## src/rtl/jtframe_pll_rstgen.sv

```systemverilog
// Reset and clock-enable sequencer sitting right after the PLL.
// Qualifies the PLL lock flag, holds the system in reset for a programmed
// time, then releases it and produces a drift-free fractional clock enable.
// A PLL that never locks is re-kicked through its reset input.
module jtframe_pll_rstgen #(
    parameter int LOCK_CYCLES = 1024,
    parameter int HOLD_CYCLES = 256,
    parameter int TIMEOUT     = 1048576,
    parameter int PLLRST_LEN  = 16,
    parameter int CW          = 24,
    parameter int CEN_NUM     = 1,
    parameter int CEN_DEN     = 8,
    parameter int AW          = 8
) (
    input  logic       clk,
    input  logic       rst,
    input  logic       pll_locked,
    output logic       pll_rst,
    output logic       rst_out,
    output logic       rstn_out,
    output logic       cen,
    output logic       ready,
    output logic [7:0] lost_cnt
);

    typedef enum logic [2:0] {
        WAIT_LOCK,
        SETTLE,
        HOLD,
        RUN,
        PLLRST
    } state_t;

    localparam logic [CW-1:0] LOCK_LAST   = CW'(LOCK_CYCLES - 1);
    localparam logic [CW-1:0] HOLD_LAST   = CW'(HOLD_CYCLES - 1);
    localparam logic [CW-1:0] TO_LAST     = CW'(TIMEOUT - 1);
    localparam logic [CW-1:0] PLLRST_LAST = CW'(PLLRST_LEN - 1);
    localparam logic [AW-1:0] NUM_W       = AW'(CEN_NUM);
    localparam logic [AW-1:0] DEN_W       = AW'(CEN_DEN);

    state_t          state_q, state_d;
    logic [CW-1:0]   cnt_q, cnt_d;
    logic [AW-1:0]   acc_q, acc_d;
    logic [AW-1:0]   sum;
    logic            sync1_q, sync1_d;
    logic            locked_s_q, locked_s_d;
    logic            rst_out_q, rst_out_d;
    logic            rstn_out_q, rstn_out_d;
    logic            ready_q, ready_d;
    logic            pll_rst_q, pll_rst_d;
    logic            cen_q, cen_d;
    logic [7:0]      lost_q, lost_d;

    // Next-state, counter, lock-loss count and cen accumulator.
    always_comb begin
        sync1_d    = pll_locked;
        locked_s_d = sync1_q;
        state_d    = state_q;
        cnt_d      = cnt_q + CW'(1);
        lost_d     = lost_q;
        acc_d      = '0;
        cen_d      = 1'b0;
        sum        = acc_q + NUM_W;

        case (state_q)
            WAIT_LOCK: begin
                if (locked_s_q)            state_d = SETTLE;
                else if (cnt_q == TO_LAST) state_d = PLLRST;
            end
            SETTLE: begin
                if (!locked_s_q)             state_d = WAIT_LOCK;
                else if (cnt_q == LOCK_LAST) state_d = HOLD;
            end
            HOLD: begin
                if (!locked_s_q)             state_d = WAIT_LOCK;
                else if (cnt_q == HOLD_LAST) state_d = RUN;
            end
            RUN: begin
                // Counter is unused here; park it so it never wraps.
                cnt_d = '0;
                if (!locked_s_q) begin
                    state_d = WAIT_LOCK;
                    if (lost_q != 8'hFF) lost_d = lost_q + 8'd1;
                end
            end
            PLLRST: begin
                // Lock state is deliberately ignored while the PLL is kicked.
                if (cnt_q == PLLRST_LAST) state_d = WAIT_LOCK;
            end
            default: state_d = WAIT_LOCK;
        endcase

        if (state_d != state_q) cnt_d = '0;

        // Accumulate only once already in RUN, so the first pulse lands
        // ceil(DEN/NUM) cycles after release.
        if (state_d == RUN && state_q == RUN) begin
            if (sum >= DEN_W) begin
                acc_d = sum - DEN_W;
                cen_d = 1'b1;
            end else begin
                acc_d = sum;
            end
        end

        // Outputs follow next-state so they switch on the same edge as state.
        rst_out_d  = (state_d != RUN);
        rstn_out_d = (state_d == RUN);
        ready_d    = (state_d == RUN);
        pll_rst_d  = (state_d == PLLRST);
    end

    // State and output registers; rst overrides everything.
    always_ff @(posedge clk) begin
        if (rst) begin
            state_q    <= WAIT_LOCK;
            cnt_q      <= '0;
            acc_q      <= '0;
            sync1_q    <= 1'b0;
            locked_s_q <= 1'b0;
            rst_out_q  <= 1'b1;
            rstn_out_q <= 1'b0;
            ready_q    <= 1'b0;
            pll_rst_q  <= 1'b0;
            cen_q      <= 1'b0;
            lost_q     <= 8'd0;
        end else begin
            state_q    <= state_d;
            cnt_q      <= cnt_d;
            acc_q      <= acc_d;
            sync1_q    <= sync1_d;
            locked_s_q <= locked_s_d;
            rst_out_q  <= rst_out_d;
            rstn_out_q <= rstn_out_d;
            ready_q    <= ready_d;
            pll_rst_q  <= pll_rst_d;
            cen_q      <= cen_d;
            lost_q     <= lost_d;
        end
    end

    assign pll_rst  = pll_rst_q;
    assign rst_out  = rst_out_q;
    assign rstn_out = rstn_out_q;
    assign ready    = ready_q;
    assign cen      = cen_q;
    assign lost_cnt = lost_q;

endmodule
```

## config.mk

```make
export PLATFORM = sky130hd
export DESIGN_NAME = jtframe_pll_rstgen
export DESIGN_NICKNAME = d
export VERILOG_FILES = /design/src/rtl/jtframe_pll_rstgen.sv
export SDC_FILE = /design/constraint.sdc
export NUM_CORES = 1
export LEC_CHECK = 0
export BUFFER_PORTS_ARGS = -buffer_cell sky130_fd_sc_hd__buf_2
export CAP_MARGIN = 10
export CORE_MARGIN = 1
export CORE_UTILIZATION = 35
export CTS_BUF_LIST = sky130_fd_sc_hd__clkbuf_8
export CTS_CLUSTER_SIZE = 28
export DETAILED_ROUTE_END_ITERATION = 6
export PLACE_DENSITY = 0.53
export SLEW_MARGIN = 20
export SYNTH_ARGS = -nofsm -noshare
export SYNTH_HDL_FRONTEND = slang
export SYNTH_SLANG_ARGS = --single-unit
```

## constraint.sdc

```tcl
create_clock -name clk -period 2.3 [get_ports clk]
set_input_delay 0.115 -clock clk [delete_from_list [all_inputs] [get_ports clk]]
set_output_delay 0.115 -clock clk [all_outputs]
set_load 0.01 [all_outputs]
```

* After elaboration in Yosys (flattened, before gate mapping)
Index checks and enable logic that the tools add are counted.
Storage, ports and cells: input bits 3, bits in registers 49, output and inout bits 13, logic and storage cells 46
Operators by class: equal/unequal tests 13, $lt $le $gt $ge 1, reductions and logical operators 5, multiplexer cells 11, bitwise gates (word level) 2, add/sub/neg operators 4
Operators with widths (number):
- adder 24 x 1 -> 24 bit, second input constant | 1
- == test 24 x 10 -> 1 bit, second input constant | 1
- == test 24 x 20 -> 1 bit, second input constant | 1
- == test 24 x 4 -> 1 bit, second input constant | 1
- == test 24 x 8 -> 1 bit, second input constant | 1
- 2-to-1 mux 3 bit | 8
- adder 8 x 1 -> 8 bit, second input constant | 2
- case mux 3 bit (5 select lines) | 1
- == test 3 x 2 -> 1 bit, second input constant | 3
- greater-or-equal comparator 8 x 4 -> 1 bit, second input constant | 1
- 2-to-1 mux 8 bit | 1
- inequality test 8 bit, second input constant | 1
- subtractor 8 x 4 -> 8 bit, second input constant | 1
- == test 3 bit, second input constant | 2
- == test 3 x 1 -> 1 bit, second input constant | 1
- logical NOT 3 bit | 1
- inequality test 3 x 2 -> 1 bit, second input constant | 1
- inequality test 3 bit | 1
- AND reduction 3 bit | 1
- OR reduction 3 bit | 1
- NOT 1 bit | 2
- OR reduction 2 bit | 1
- logical AND 1 bit | 1
- 2-to-1 mux 1 bit | 1

* Longest topological paths before layout
Gate-level depths: netlist of the first run.
depth after elaboration 8, mapped depth 8

* Worst setup path after synthesis of the first run
OpenSTA, ideal clock, no wires.
path type register -> register, start point register cnt_q[0], end point register cnt_q[16], setup slack 270 ps, path buffers 1, arrival 1915 ps, stages on the path, launching flop included 9, cells stage by stage dfxtp_1 ha_1 and3_2 nand4_2 nor4_2 a2111oi_2 o211ai_2 buf_6 nor2_2
Between the ends: cells in the longest elaborated chain, start to end 6
RTL lines:
- start, declared | RTL line 42 | logic [CW-1:0] cnt_q, cnt_d;
- start signal, assigned | RTL line 129 | cnt_q <= cnt_d;
- == test 24 x 8 -> 1 bit, or another cell as far along | RTL line 76 | else if (cnt_q == HOLD_LAST) state_d = RUN;
- 2-to-1 mux 3 bit (on tied branches) | RTL line 76, 68, 72
- 2-to-1 mux 3 bit (on tied branches) | RTL line 75, 67, 71
- case mux 3 bit (5 select lines) | RTL line 65 | case (state_q)
- inequality test 3 bit | RTL line 93 | if (state_d != state_q) cnt_d = '0;
- OR reduction 3 bit (no line)
Parallel ways exist; a longest one is shown, timed or not. A chain may end at the register's enable or synchronous reset.

* Final worst setup path of the first run
start point register cnt_q[0], end point register cnt_q[10]
Same word-level chain as after synthesis.

==> results.md, run 1 <==
* Xor and xnor area share after synthesis at 13.6%
* First-pass GRT wire length at 7130 µm
* Switching power at 0.320 mW
* Clock Tree Root: clkbuf_8
* P&R area growth vs syn at 17.8%
* Main combinational cell family by area after synthesis: simple AND/OR/NAND/NOR gates
* Fillers at 642
* WP data arrival at 2.36 ns
* Max Fclk at 458 MHz
* Antenna violations before repair at 0
* Die span in x at 83.4 µm
* Die area at 0.00695 mm²
* Worst Skew at 0.00662 ns
* Seq. cell area at 983 µm²
* Logic pwr share at 3.2%
* Synthesis-stage register bit count at 49
* Yosys warning count at 0
* 1st-iter DRT viols at 51
* Pwr dens at 567 mW/mm²
* Leakage at 1.04 nW
* Drt wl/cell at 11.9 µm
* Proportion of synthesized area in mux cells at 0.917%
* Post-layout net count at 286
* Clock Path Buffers at 2
* Vias at 1735
* Footprint of the multi-input gates at 0.00132 mm²
* Ys async rst share at 0%
* Post-synth top flop: dfxtp_1
* Worst Tran Pin Value at 0.717 ns
* TritonCTS buffer count at 5
* # rows at 29
* Pre-CTS WS at 0.0956 ns
* Cells after synthesis at 247
* Vias per std cell at 4.87
* Maximum net fanout on the critical path at 6
* Tot Pwr at 1.55 mW
* Number of port buffers at 15
* Final WS setup at 0.117 ns
* Hold WS at 0.0220 ns
* DP HPWL at 2920 µm
* Run status: finished, final reports clean
* CP dominant cell by count: buf_4
* Share of the yosys chip area belonging to registers at 42.3%
* Ant diodes at 0
* Adder-cell share of the synthesized area at 2.70%
* Number of global-route vias before repair at 1607
* Core Region at 0.00639 mm²
* Overall routing resource usage at 12.6%
* Slowest stage delay, CP at 0.37 ns
* Synth area leader: dfxtp_1
* Global route overflow at 0
* Startpoint Class: flop
* Crit path capture type: flop
* Antenna viol nets, final at 0
* Reg2reg setup slack at 0.12 ns
* Complex-gate fraction of the synthesized area at 6.80%
* Routed wire length at 4230 µm
* Max_slew headroom at 51.8%
* VDD IR-drop max at 300 µV
* H-tree Lvls at 2
* Die extent in y at 83.4 µm
* DRT Pass-1 Iters at 4
* Layout cell share with drive strength beyond 1 at 27.2%
* Most frequent cell after synthesis: dfxtp_1
* Post-synth top cells: 49 x dfxtp_1, 26 x nor2_1, 20 x nor2_2, 20 x xor2_1, 18 x nand3_1
* Synth Area per Inst at 9.39 µm²
* Top-area cell type share of the netlist area at 42.3%
* CP required at 2.47 ns
* Fin crit period at 2.18 ns
* Cell Area, Synth at 0.00232 mm²
* EDFF count, synth at 0
* Synth top area cells: dfxtp_1 42%, xor2_1 7.6%, xnor2_1 6.0%
* Clock power frac at 41.0%
* Largest net degree at the start of global routing at 15
* Tightest Hold Check Type: primary input to flop
* Mapped Nets at 255
* Pint at 1.23 mW
* GPL Wtd Cong at 0.809
* Sequential share of power at 55.7%
* # setup viols final at 0
* Critical Setup Path Class: flop to flop
* CTS tree: built
* Non-Filler Instances at 356
* I/O pin cnt at 16
* Starting Density at 36.3%
* Placed Instances at 342
* Critical-path cell list: ha_2 > and3_4 > nand4_4 > nor4b_4 > buf_4 > a2111oi_4 > o211ai_2 > buf_4 > buf_6 > a311oi_1
* Critical path's slowest cell: dfxtp_2
* Clock sinks at 49
* Switching Share at 20.7%
* Final hold violations at 0
* Worst-path clk slew at 0.09 ns
* Clock latency on the worst-skew pair at 0.30 ns
* Final Core Density at 42.8%
* Max Slew Vio Count at 0
* Post-Synth Simple-Gate Area at 30.8%
* Maxcap violations at 0
* Residual DRC at 0
* Post-synthesis cell type count at 43
* Hold_buf cts at 0
* Post-route clock period utilization at 94.9%
## power by group through the flow
stage          sequential (mW)  combinational, mW  clock (mW)
3_3_place_gp             0.881             0.0406           0
6_report                 0.862             0.0503       0.635
2_1_floorplan            0.879             0.0328           0
4_1_cts                  0.861             0.0402       0.652
3_5_place_dp             0.881             0.0405           0
5_1_grt                  0.864             0.0556       0.688
## critical path: cells and delay by family, from the launching register on
kind	cells	cell delay (ns)
AOI/OAI and AO/OA	3	0.36
adders and majority gates	1	0.20
buffers and inverters	3	0.45
DFF	1	0.37
and+or+nand+nor	3	0.67
## sequential cells by signal (all words and copies together) (netlist names)
signal	flops
lost_cnt	8
cen	1
ready	1
state_q	3
pll_rst	1
locked_s_d	1
acc_q	8
cnt_q	24
locked_s_q	1
rst_out	1
## cell type report
type,instances,area share (%)
Timing Repair Buffer,30,7.06
Sequential cell,49,36.0
Clock inverter,2,1.24
Multi-Input combinational cell,186,48.3
Inverter,6,0.825
Clock buffer,6,3.02
Tap cell,77,3.53
## layer usage
| metal | share of wire [%] | track usage, % | vias up |
|---|---|---|---|
| met5 | 0 | 0 | - |
| met4 | 2.0 | 5.64 | 0 |
| met3 | 2.1 | 2.68 | 4 |
| met2 | 44 | 19.7 | 15 |
| met1 | 52 | 16.6 | 809 |
| li1 | - | - | 907 |
## stage by stage
step / setup TNS [ns] / instance area (µm²)
after floorplan: 0 / 2320
after global placement: 0 / 2510
after detailed placement: 0 / 2510
after CTS: 0 / 2630
after global routing: -0.0104 / 2730
final: 0 / 2730
## final timing paths
check,from,end,cells past startpoint
max,cnt_q[0],cnt_q[10],10
min,pll_locked,locked_s_d,2
max reg2reg,cnt_q[0],cnt_q[10],10
min reg2reg,cnt_q[0],cnt_q[0],1
## cell families (layout without fill, tap and decap cells)
group / count (synthesis) / count (layout)
compound gates: 19 / 19
buf+inv: 12 / 44
simple gates: 124 / 124
xor+xnor: 36 / 36
mux: 2 / 2
flops: 49 / 49
fa+ha+maj: 5 / 5
## layout by cell type (no fill, tap or decap), types with 3 or more instances in the layout
cell type / instances
or3_1: 3
nor2_2: 20
o21ai_0: 4
nor3_1: 3
buf_2: 16
nand3_1: 18
xnor2_1: 16
clkbuf_8: 6
buf_4: 12
nor2_1: 26
a21oi_1: 5
inv_1: 7
xor2_1: 20
and3_1: 7
dfxtp_1: 47
nand4_1: 8
nand2_1: 15
nor2b_1: 5
ha_1: 4
## timing repair
item	CTS	global route
resized for setup	0	13
setup buffers	0	4
endpoints found under the setup margin	0	24
(Power assumes the default switching activity.)
==> inputs of run 2 (changes only) <==
--- a/config.mk
+++ b/config.mk
@@ -14,3 +14,3 @@
 export DETAILED_ROUTE_END_ITERATION = 6
-export PLACE_DENSITY = 0.53
+export PLACE_DENSITY = 0.48
 export SLEW_MARGIN = 20
==> constraint.sdc (replaced) <==
create_clock -name clk -period 2.3 [get_ports clk]
set_input_delay 0 -clock clk [delete_from_list [all_inputs] [get_ports clk]]
set_output_delay 0 -clock clk [all_outputs]
set_load 0.01 [all_outputs]
==> run 2 against run 1 <==
Net effect: wire length down 0.17%; largest cell class unchanged; non-clock buffer count decreased by 2; combinational power is 3% higher; die area is the same; design area fell by 1.1%; hold slack improved by 0.0066 ns; highest routed layer unchanged; worst setup slack improved by 0.044 ns; clock skew fell by 0.0023 ns; power is 0.29% lower.
==> results.md, run 2 (synthesized netlist as in run 1, its figures left out) <==
* Layout cell share with drive strength beyond 1 at 25.6%
* VDD IR-drop max at 281 µV
* Antenna violations before repair at 0
* Antenna viol nets, final at 0
* Starting Density at 36.3%
* P&R area growth vs syn at 16.4%
* DP HPWL at 2940 µm
* H-tree Lvls at 2
* Final Core Density at 42.3%
* Die area at 0.00695 mm²
* Final hold violations at 0
* Clock latency on the worst-skew pair at 0.30 ns
* Clock Tree Root: clkbuf_8
* Number of port buffers at 15
* Leakage at 1.03 nW
* CTS tree: built
* Largest register FFs at 24
* Gr busiest metal: met2
* First-pass GRT wire length at 7120 µm
* Max Fclk at 468 MHz
* Post-layout net count at 284
* Run status: finished, final reports clean
* Max_slew headroom at 60.2%
* GPL Wtd Cong at 0.762
* Maximum net fanout on the critical path at 5
* Post-route clock period utilization at 93.0%
* Fillers at 635
* # setup viols final at 0
* Die span in x at 83.4 µm
* GR Layer Usage met2 at 19.5%
* Top reg by flops: cnt_q
* Vias per std cell at 4.81
* Most common cell after layout, fill and taps aside: dfxtp_1
* Fin crit period at 2.14 ns
* TritonCTS buffer count at 5
* Startpoint Class: flop
* WP data arrival at 2.31 ns
* Max Slew Vio Count at 0
* RSZ-0062 raised after global routing: false
* Most frequent cells in the layout: 48 x dfxtp_1, 26 x nor2_1, 20 x xor2_1, 20 x nor2_2, 18 x nand3_1
* Sum of negative setup slack at 0 ns
* Overall routing resource usage at 12.8%
* Vias at 1703
* Global route overflow at 0
* Tightest Hold Check Type: primary input to flop
* I/O pin cnt at 16
* # rows at 29
* Worst Tran Pin Value at 0.591 ns
* Critical Setup Path Class: flop to flop
* Routed wire length at 4220 µm
* Reg2reg setup slack at 0.16 ns
* Seq. cell area at 982 µm²
* Pwr dens at 572 mW/mm²
* Die extent in y at 83.4 µm
* Tot Pwr at 1.54 mW
* Maxcap violations at 0
* GRT met3 Usage at 3.28%
* Residual DRC at 0
* DRT Pass-1 Iters at 4
* Largest net degree at the start of global routing at 15
* GR Util met1 at 16.9%
* Number of global-route vias before repair at 1514
* Clock Path Buffers at 2
* CP required at 2.48 ns
* Drt wl/cell at 11.9 µm
* Ant diodes at 0
* Worst-path clk slew at 0.09 ns
* Crit path capture type: flop
* Core Region at 0.00639 mm²
* Worst Skew at 0.00431 ns
* 1st-iter DRT viols at 34
* Clock sinks at 49
* Footprint of the multi-input gates at 0.00129 mm²
==> run 2: cell type report <==
type                            instances  area share [%]
Clock buffer                            6            3.06
Multi-Input combinational cell        186            47.8
Inverter                                6           0.834
Timing Repair Buffer                   28            7.05
Clock inverter                          2            1.25
Sequential cell                        49            36.4
Tap cell                               77            3.57
==> run 2: worst max-delay path, cell delays in order (launching register included) <==
cell,delay (ns)
dfxtp_1,0.36
ha_2,0.21
and3_4,0.23
nand4_4,0.14
nor4b_4,0.40
a2111oi_2,0.14
o211ai_2,0.18
buf_4,0.17
buf_6,0.13
a311oi_1,0.05
==> run 2: per-stage QoR <==
stage               hold WS [ns]  cells  instance area, µm²  setup WS (ns)
finish                    0.0286    354                2700          0.161
global route              0.0348    354                2700         0.0101
CTS                       0.0249    350                2630         0.0528
detailed placement         0.213    341                2510         0.0703
global placement           0.214    341                2510          0.136
floorplan                 0.0716    247                2320          0.270
==> run 2: report_power, final <==
group / internal (mW) / switching, mW / leakage (nW)
clock network: 0.350 / 0.280 / 0.0626
registers: 0.854 / 0.00694 / 0.396
logic: 0.0235 / 0.0282 / 0.574
==> run 2: final timing paths <==
check / endpoint / depth (start not counted) / from
worst max-delay path: cnt_q[10] / 9 / cnt_q[1]
worst min-delay path: lost_cnt[2] / 2 / rst
worst max register to register: cnt_q[10] / 9 / cnt_q[1]
worst min register to register: cnt_q[0] / 1 / cnt_q[0]
==> run 2: repair_timing <==
item / CTS / global route
resized for setup: 0 / 13
hold buffers: 1 / 0
hold endpoints to repair: 1 / 0
buffers inserted: 0 / 2
endpoints found under the setup margin: 0 / 24
==> run 2: metal layers <==
| metal | part of all wire [%] | vias to the layer above |
|---|---|---|
| met5 | 0 | - |
| met4 | 2.2 | 0 |
| met3 | 2.9 | 7 |
| met2 | 44 | 18 |
| met1 | 51 | 775 |
| li1 | - | 903 |
==> inputs of run 3 (changes only) <==
Settings changed: CTS_BUF_LIST sky130_fd_sc_hd__clkbuf_8 to sky130_fd_sc_hd__clkbuf_16, SKIP_CTS_REPAIR_TIMING from default to 1.
==> run 3 against run 2 <==
Net effect: sequential power is essentially flat; global-route usage shrank 0.23 points; largest cell class unchanged; wire length grew 0.19%; critical endpoint unchanged; non-clock buffer count stayed put.
==> results.md, run 3 (synthesized netlist as in run 1, its figures left out) <==
* Max Fclk at 459 MHz
* Run status: finished, final reports clean
* Global route overflow at 0
* Startpoint Class: flop
* Critical Setup Path Class: flop to flop
* Tightest Hold Check Type: primary input to flop
* # setup viols final at 0
* Top reg by flops: cnt_q
* Max Slew Vio Count at 0
* Clock sinks at 49
* Overall routing resource usage at 12.6%
* Antenna viol nets, final at 0
* WL met1 at 2140 µm
* Most common cell after layout, fill and taps aside: dfxtp_1
* Layout cell share with drive strength beyond 1 at 24.9%
* P&R area growth vs syn at 18.3%
* GPL Wtd Cong at 0.762
* Pwr dens at 625 mW/mm²
* I/O pin cnt at 16
* Sum of negative setup slack at 0 ns
* Pre-CTS WS at 0.0703 ns
* Fin crit period at 2.18 ns
* Largest register FFs at 24
* Max_slew headroom at 63.7%
* Post-route clock period utilization at 94.7%
* Die area at 0.00695 mm²
* Die span in x at 83.4 µm
* Vias per std cell at 4.90
* CP required at 2.45 ns
* WL met2 at 1900 µm
* Post-layout net count at 284
* Most frequent cells in the layout: 49 x dfxtp_1, 26 x nor2_1, 20 x xor2_1, 20 x nor2_2, 18 x nand3_1
* Core Region at 0.00639 mm²
* Residual DRC at 0
* Clock Path Buffers at 2
* Final hold violations at 0
* Maxcap violations at 0
* VDD IR-drop max at 384 µV
* Tot Pwr at 1.72 mW
* Number of port buffers at 15
* Maximum net fanout on the critical path at 5
* DP HPWL at 2940 µm
* Starting Density at 36.3%
* 1st-iter DRT viols at 45
* Final WS setup at 0.123 ns
* Antenna violations before repair at 0
* Routed wire length at 4230 µm
* Drt wl/cell at 11.9 µm
* Largest net degree at the start of global routing at 15
* Worst-path clk slew at 0.06 ns
* Hold WS at 0.0558 ns
* Ant diodes at 0
* CTS tree: built
* Clock Tree Root: clkbuf_16
* Worst Tran Pin Value at 0.540 ns
* Clock latency on the worst-skew pair at 0.28 ns
* First-pass GRT wire length at 7090 µm
* H-tree Lvls at 2
* # rows at 29
* TritonCTS buffer count at 5
* Crit path capture type: flop
* Fillers at 635
* Final Core Density at 43.0%
* Die extent in y at 83.4 µm
* DRT Pass-1 Iters at 4
* Vias at 1734
* Highest metal used: met4
* Number of global-route vias before repair at 1521
* Worst Skew at 0.00288 ns
* Leakage at 1.05 nW
* WP data arrival at 2.33 ns
* Met3 routed WL at 104 µm
==> run 3: cell types whose count changed in the layout (fill, tap and decap cells not counted) <==
cell / previous run / this run
clkbuf_8: 6 / 0
clkbuf_16: 0 / 5
clkinv_1: 0 / 1
dfxtp_1: 48 / 49
dfxtp_2: 1 / 0
==> run 3: per-layer routing <==
layer | vias up | track usage [%]
met5 | - | 0
met4 | 0 | 5.64
met3 | 7 | 2.39
met2 | 30 | 19.6
met1 | 795 | 16.9
li1 | 902 | -
==> run 3: worst max-delay path, cell delays in order (launching register included) <==
cell,delay [ns]
dfxtp_1,0.38
ha_2,0.22
and3_4,0.24
nand4_4,0.14
nor4b_4,0.40
a2111oi_2,0.14
o211ai_2,0.18
buf_4,0.17
buf_6,0.13
a311oi_1,0.05
==> run 3: layout make-up <==
class	instances	area, µm²	share of cell area [%]
multi-input combinational	186	1290	47.1
inverter	6	22.5	0.821
clock buffer	5	125	4.56
sequential	49	981	35.8
timing repair buffer	28	190	6.93
tap	77	96.3	3.51
clock inverter	3	37.5	1.37
==> run 3: metrics by stage <==
step | instance area [µm²] | std cells
6_report | 2740 | 354
5_1_grt | 2740 | 354
4_1_cts | 2670 | 349
3_5_place_dp | 2510 | 341
3_3_place_gp | 2510 | 341
2_1_floorplan | 2320 | 247
==> run 3: path summary, 6_finish.rpt <==
path	startpoint	endpoint	slack, ns	cells after the start
worst min register to register	locked_s_d	locked_s_q	0.44	1
worst min-delay path	rst	lost_cnt[2]	0.06	2
worst max register to register	cnt_q[0]	cnt_q[10]	0.12	9
worst max-delay path	cnt_q[0]	cnt_q[10]	0.12	9
==> run 3: power breakdown <==
part           switching, mW  internal (mW)
Sequential           0.00699          0.855
Combinational         0.0284         0.0236
Clock                  0.296          0.505
